<file path="config.mk">
export PLATFORM = sky130hd
export DESIGN_NAME = gpu_program_loader
export DESIGN_NICKNAME = d
export VERILOG_FILES = /design/src/rtl/gpu_program_loader.sv
export SDC_FILE = /design/constraint.sdc
export NUM_CORES = 1
export LEC_CHECK = 0
export CAP_MARGIN = 40
export CORE_UTILIZATION = 56
export DETAILED_ROUTE_END_ITERATION = 12
export PLACE_DENSITY = 0.95
export SLEW_MARGIN = 20
export SYNTH_ARGS = -nofsm -noshare
export SYNTH_HDL_FRONTEND = slang
export SYNTH_SLANG_ARGS = --single-unit
</file>
<file path="constraint.sdc">
create_clock -name clock -period 5.6 [get_ports clock]
set_input_delay 0.56 -clock clock [delete_from_list [all_inputs] [get_ports clock]]
set_output_delay 0.56 -clock clock [all_outputs]
set_load 0.05 [all_outputs]
</file>
<file path="src/rtl/gpu_program_loader.sv">
// Host-side job controller for the shader core: resets the core, streams instruction
// and data words into its RAMs, runs it until halt or timeout, and reports run cycles.
module gpu_program_loader #(
    parameter int unsigned CORE_RESET_CYCLES = 4,
    parameter int unsigned SETTLE_CYCLES     = 2,
    parameter int unsigned TIMEOUT_CYCLES    = 1000000,
    parameter int unsigned MAX_WORDS         = 16384
) (
    input  logic        clock,
    input  logic        reset,
    input  logic        start,
    input  logic [14:0] inst_words,
    input  logic [14:0] data_words,
    output logic        busy,
    output logic        done,
    output logic        timed_out,
    output logic        error,
    output logic [31:0] cycle_count,
    input  logic        host_valid,
    output logic        host_ready,
    input  logic [31:0] host_data,
    output logic        core_reset_n,
    output logic        core_run,
    input  logic        core_halted,
    output logic [15:0] ext_write_address,
    output logic [31:0] ext_write_data,
    output logic        ext_enable_write_inst,
    output logic        ext_enable_write_data
);

    typedef enum logic [2:0] {
        S_IDLE,
        S_CORE_RESET,
        S_LOAD_INST,
        S_LOAD_DATA,
        S_SETTLE,
        S_RUN,
        S_DONE
    } state_t;

    localparam logic [14:0] MAX_W = 15'(MAX_WORDS);

    state_t      state_q;
    logic [14:0] inst_cnt_q;
    logic [14:0] data_cnt_q;
    logic [14:0] idx_q;
    logic [31:0] wait_q;
    logic        busy_q;
    logic        done_q;
    logic        timed_out_q;
    logic        error_q;
    logic [31:0] cycle_count_q;
    logic        core_reset_n_q;
    logic        core_run_q;
    logic [15:0] addr_q;
    logic [31:0] wdata_q;
    logic        en_inst_q;
    logic        en_data_q;

    logic [14:0] idx_d;
    logic        beat;
    logic        last_beat;
    logic        count_bad;

    // Ready depends on state alone so the host never sees a combinational path from its own valid.
    assign host_ready = (state_q == S_LOAD_INST) || (state_q == S_LOAD_DATA);
    assign beat       = host_valid && host_ready;
    assign idx_d      = idx_q + 15'd1;
    assign last_beat  = (idx_d == ((state_q == S_LOAD_INST) ? inst_cnt_q : data_cnt_q));
    assign count_bad  = (inst_words > MAX_W) || (data_words > MAX_W);

    // NOTE: every register in this block uses non-blocking assignment; the later
    // assignment in the same cycle wins, which the IDLE branch relies on.
    always_ff @(posedge clock) begin
        if (reset) begin
            state_q        <= S_IDLE;
            inst_cnt_q     <= '0;
            data_cnt_q     <= '0;
            idx_q          <= '0;
            wait_q         <= '0;
            busy_q         <= 1'b0;
            done_q         <= 1'b0;
            timed_out_q    <= 1'b0;
            error_q        <= 1'b0;
            cycle_count_q  <= '0;
            core_reset_n_q <= 1'b0;
            core_run_q     <= 1'b0;
            addr_q         <= '0;
            wdata_q        <= '0;
            en_inst_q      <= 1'b0;
            en_data_q      <= 1'b0;
        end else begin
            done_q    <= 1'b0;
            en_inst_q <= 1'b0;
            en_data_q <= 1'b0;
            case (state_q)
                S_IDLE: begin
                    core_reset_n_q <= 1'b1;
                    core_run_q     <= 1'b0;
                    if (start) begin
                        if (count_bad) begin
                            error_q <= 1'b1;
                            done_q  <= 1'b1;
                        end else begin
                            inst_cnt_q     <= inst_words;
                            data_cnt_q     <= data_words;
                            error_q        <= 1'b0;
                            timed_out_q    <= 1'b0;
                            cycle_count_q  <= '0;
                            busy_q         <= 1'b1;
                            core_reset_n_q <= 1'b0;
                            wait_q         <= '0;
                            state_q        <= S_CORE_RESET;
                        end
                    end
                end
                S_CORE_RESET: begin
                    if (wait_q == CORE_RESET_CYCLES - 1) begin
                        core_reset_n_q <= 1'b1;
                        idx_q          <= '0;
                        wait_q         <= '0;
                        if (inst_cnt_q != '0)      state_q <= S_LOAD_INST;
                        else if (data_cnt_q != '0) state_q <= S_LOAD_DATA;
                        else                       state_q <= S_SETTLE;
                    end else begin
                        wait_q <= wait_q + 32'd1;
                    end
                end
                S_LOAD_INST, S_LOAD_DATA: begin
                    if (beat) begin
                        wdata_q <= host_data;
                        addr_q  <= {idx_q[13:0], 2'b00};
                        if (state_q == S_LOAD_INST) en_inst_q <= 1'b1;
                        else                        en_data_q <= 1'b1;
                        idx_q <= idx_d;
                        if (last_beat) begin
                            idx_q  <= '0;
                            wait_q <= '0;
                            if (state_q == S_LOAD_INST && data_cnt_q != '0) state_q <= S_LOAD_DATA;
                            else                                           state_q <= S_SETTLE;
                        end
                    end
                end
                S_SETTLE: begin
                    // The first SETTLE cycle may still carry the final strobe, hence one extra cycle.
                    if (wait_q == SETTLE_CYCLES) begin
                        core_run_q <= 1'b1;
                        state_q    <= S_RUN;
                    end else begin
                        wait_q <= wait_q + 32'd1;
                    end
                end
                S_RUN: begin
                    cycle_count_q <= cycle_count_q + 32'd1;
                    if (core_halted) begin
                        core_run_q <= 1'b0;
                        done_q     <= 1'b1;
                        state_q    <= S_DONE;
                    end else if (cycle_count_q == TIMEOUT_CYCLES - 1) begin
                        timed_out_q <= 1'b1;
                        core_run_q  <= 1'b0;
                        done_q      <= 1'b1;
                        state_q     <= S_DONE;
                    end
                end
                S_DONE: begin
                    busy_q  <= 1'b0;
                    state_q <= S_IDLE;
                end
                default: state_q <= S_IDLE;
            endcase
        end
    end

    assign busy                  = busy_q;
    assign done                  = done_q;
    assign timed_out             = timed_out_q;
    assign error                 = error_q;
    assign cycle_count           = cycle_count_q;
    assign core_reset_n          = core_reset_n_q;
    assign core_run              = core_run_q;
    assign ext_write_address     = addr_q;
    assign ext_write_data        = wdata_q;
    assign ext_enable_write_inst = en_inst_q;
    assign ext_enable_write_data = en_data_q;

endmodule
</file>
==> results.py <==
metrics = {
    "detailed_routing": {
        "antenna_left": 0,
        "dr.pass1.iters": 8,
        "drt_wl_total_mm": 21.48,
        "drc": 0,
        "viasPerCell": 6.091,
        "routedWlPerCell_um": 16.83,
        "drtIter0Drc": 775,
        "via_count": 7772,
    },
    "critical_path": {
        "critPathMaxFanout": 16,
        "crit_type": "flop to flop",
        "ff2ff_path_depth": 9,
        "worstReg2RegEnd": "idx_q[14]",
        "required_ns": 5.89,
        "critPathArrivalTime_ns": 4.39,
        "crit_path_start_kind": "flop",
        "r2r-start": "state_q[1]",
        "crit_path_end_kind": "flop",
        "reg2reg_slack_ns": 1.49,
    },
    "cts": {
        "clk_pin_slew_worst_paths_ns": 0.07,
        "cts_root_buffer": "clkbuf_16",
        "cts_num_sinks": 166,
        "cts_resized": 0,
        "htreeDepth": 4,
        "post_cts_buffers": 0,
        "cts_buffers": 17,
        "insertion_delay_ns": 0.43,
        "cts-hold-fix-buffers": 0,
        "clock_path_buffers": 2,
        "cts_tree": "done",
    },
    "worst_hold_path": {
        "whs_path_depth": 2,
        "hold_path_end": "error",
        "min_path_type": "flop to flop",
        "hp-start": "error",
    },
    "global_routing": {
        "overflow": 0,
        "grt_pass1_wl_mm": 34.62,
        "grt_pass1_vias": 7153,
        "grt_usage_pct": 29.81,
        "grt_max_degree": 58,
        "antenna_found_initial": 0,
    },
    "synthesis": {
        "ys_warn_count": 0,
        "ys_seq_area_share_pct": 42.34,
        "yosysTopAreaCell": "dfxtp_1",
        "synth_area_leaders": "dfxtp_1 42%, nand2_1 7.5%, mux2i_1 5.9%, a21oi_1 5.7%, nor2_1 5.1%",
        "postSynth.asyncResetShare_pct": 0,
        "synth_top_area_share_pct": 42.34,
        "syn_inst": 963,
        "synth_cell_types": 61,
        "ys.flop_type": "dfxtp_1",
        "synthTopCellsByCount": "166 x dfxtp_1, 157 x nand2_1, 107 x nor2_1, 90 x a21oi_1, 47 x clkbuf_1",
        "syn_area_per_cell_um2": 8.150,
        "post-synth-top-count-cell": "dfxtp_1",
        "synth_edf_count": 0,
        "synth_area_mm2": 0.007849,
        "ys_ff_latch": 166,
    },
    "pwr": {
        "clkPwrFrac_pct": 42.8,
        "peakVddDrop_uv": 234.9,
        "power.density_mw_per_mm2": 305.7,
        "p_leak_nw": 3.319,
        "p_comb_share_pct": 16.6,
        "intPower_mw": 2.251,
        "net-switching-power_uw": 850.0,
        "p_seq_share_pct": 40.6,
        "netSwitchingFraction_pct": 27.41,
    },
    "timing": {
        "tightestPinTransition_ns": 0.7186,
        "fin_crit_sh_pct": 73.33,
        "worst_clock_skew_ns": 0.01037,
        "fin_setup_tns_ns": 0,
        "max_freq_mhz": 243.5,
        "rsz0062_at_grt": "no",
        "hold_viol": 0,
        "relSlewSlack_pct": 52.00,
        "slew_violations": 0,
        "setup-violations-final": 0,
        "fin_crit_ns": 4.107,
    },
    "placed_design": {
        "gp_congestion": 0.9386,
        "io_buffers": 153,
        "placed_area_mm2": 0.009468,
        "dp_hpwl_mm": 14.56,
    },
    "finish": {
        "antenna_cells": 0,
        "fin_nets": 1158,
        "fillers": 979,
        "fin_util_pct": 75.40,
        "drive_gt1_share_pct": 5.273,
        "final_area_mm2": 0.01014,
        "areaGrowthSynthToFinish_pct": 29.24,
    },
    "die": {
        "rows": 42,
        "ios": 156,
        "die_w_um": 120.4,
        "initial_core_util_pct": 58.34,
        "coreArea_mm2": 0.01345,
        "dieArea_mm2": 0.01449,
        "dieHeight_um": 120.4,
    },
    "outcome": {
        "status": "finished clean",
    },
    "run": {
        "cap_violations": 0,
    },
}
[worst max-delay path by stage]
stage | endpoint | cells past startpoint | start
floorplan | wait_q[10] | 10 | idx_q[0]
global placement | idx_q[4] | 9 | state_q[1]
detailed placement | idx_q[14] | 9 | state_q[1]
CTS | idx_q[14] | 9 | state_q[1]
global route | idx_q[14] | 9 | state_q[1]
finish | idx_q[14] | 9 | state_q[1]
[layout by cell type, fill, tap and decap left out, types with 3 or more instances in the layout]
master	count
clkinv_2	3
o21ai_0	33
a22oi_1	3
and4_1	6
o31ai_1	5
and3_1	17
xnor3_1	3
ha_1	4
nor4_1	26
xor2_1	24
inv_1	19
dfxtp_1	166
nor3_1	22
a41oi_1	3
a31oi_1	12
nand4_1	23
buf_4	7
a21oi_1	89
nand2b_1	8
clkdlybuf4s50_1	152
clkbuf_16	17
nand3_1	29
a32oi_1	3
or4_1	4
xnor2_1	15
mux2_2	3
a311oi_1	25
bufinv_16	6
or3_1	14
nor2_1	107
mux2i_1	46
nand2_1	157
[registers in the layout, summed over array words and instances, names as in the netlist]
signal and flops:
timed_out 1, cycle_count 32, done 1, state_q 3, error 1, ext_enable_write_inst 1, ext_enable_write_data 1, ext_write_data 32
ext_write_address 14, data_cnt_q 15, idx_q 15, inst_cnt_q 15, core_run 1, core_reset_n 1, busy 1, wait_q 32
[cell families (layout without fill, tap and decap cells)]
family | count (synthesis) | count (layout) | synth area share [%]
simple gates | 424 | 424 | 25.27
other cells | 1 | 2 | 0.04778
flops | 166 | 166 | 42.34
mux | 50 | 50 | 6.440
fa+ha+maj | 4 | 4 | 0.6377
xor+xnor | 42 | 42 | 5.213
compound gates | 199 | 199 | 16.15
buf+inv | 77 | 213 | 3.906
[critical path, cell delays in order, from the launching register on]
cell,delay [ns]
dfxtp_1,0.63
nor3b_4,0.29
buf_4,0.29
mux2i_1,0.36
xnor3_1,0.36
or4_1,0.46
a2111oi_4,0.45
nand3_1,0.53
nand2_1,0.40
o311ai_0,0.18
[per-stage QoR]
| stage | hold WS, ns | std cells | worst slack (ns) | total power [mW] |
|---|---|---|---|---|
| finish | 0.4525 | 1276 | 1.493 | 3.101 |
| global route | 0.4693 | 1276 | 1.277 | 3.196 |
| CTS | 0.4545 | 1275 | 1.601 | 3.098 |
| detailed placement | 0.4461 | 1243 | 1.663 | 1.784 |
| global placement | 0.4362 | 1240 | 1.787 | 1.769 |
| floorplan | 0.4482 | 964 | 2.481 | 1.624 |
[per-layer routing]
| layer | GRT usage (%) | wire [µm] | vias up |
|---|---|---|---|
| met3 | 5.377 | 1662 | 57 |
| met2 | 49.28 | 10200 | 382 |
| met5 | 0 | 0 | - |
| met4 | 14.04 | 681 | 0 |
| li1 | - | - | 3688 |
| met1 | 37.64 | 8935 | 3645 |
[cell type report]
| cell class | instances | area (µm²) | area share, % |
|---|---|---|---|
| clock inverters | 13 | 227.7 | 2.245 |
| flip-flops and latches | 166 | 3323 | 32.76 |
| repair buffers | 162 | 1619 | 15.96 |
| multi-input cells | 721 | 4239 | 41.79 |
| clock buffers | 19 | 442.9 | 4.367 |
| well taps | 176 | 220.2 | 2.171 |
| inverters | 19 | 71.32 | 0.7031 |
[power by group through the flow]
stage               combinational, mW  sequential [mW]  clock, mW
global placement                0.487             1.28          0
global route                    0.555             1.26       1.38
detailed placement              0.502             1.28          0
floorplan                       0.311             1.31          0
finish                          0.516             1.26       1.33
CTS                             0.509             1.26       1.33
Note: power is estimated with default switching activity, not from simulation.
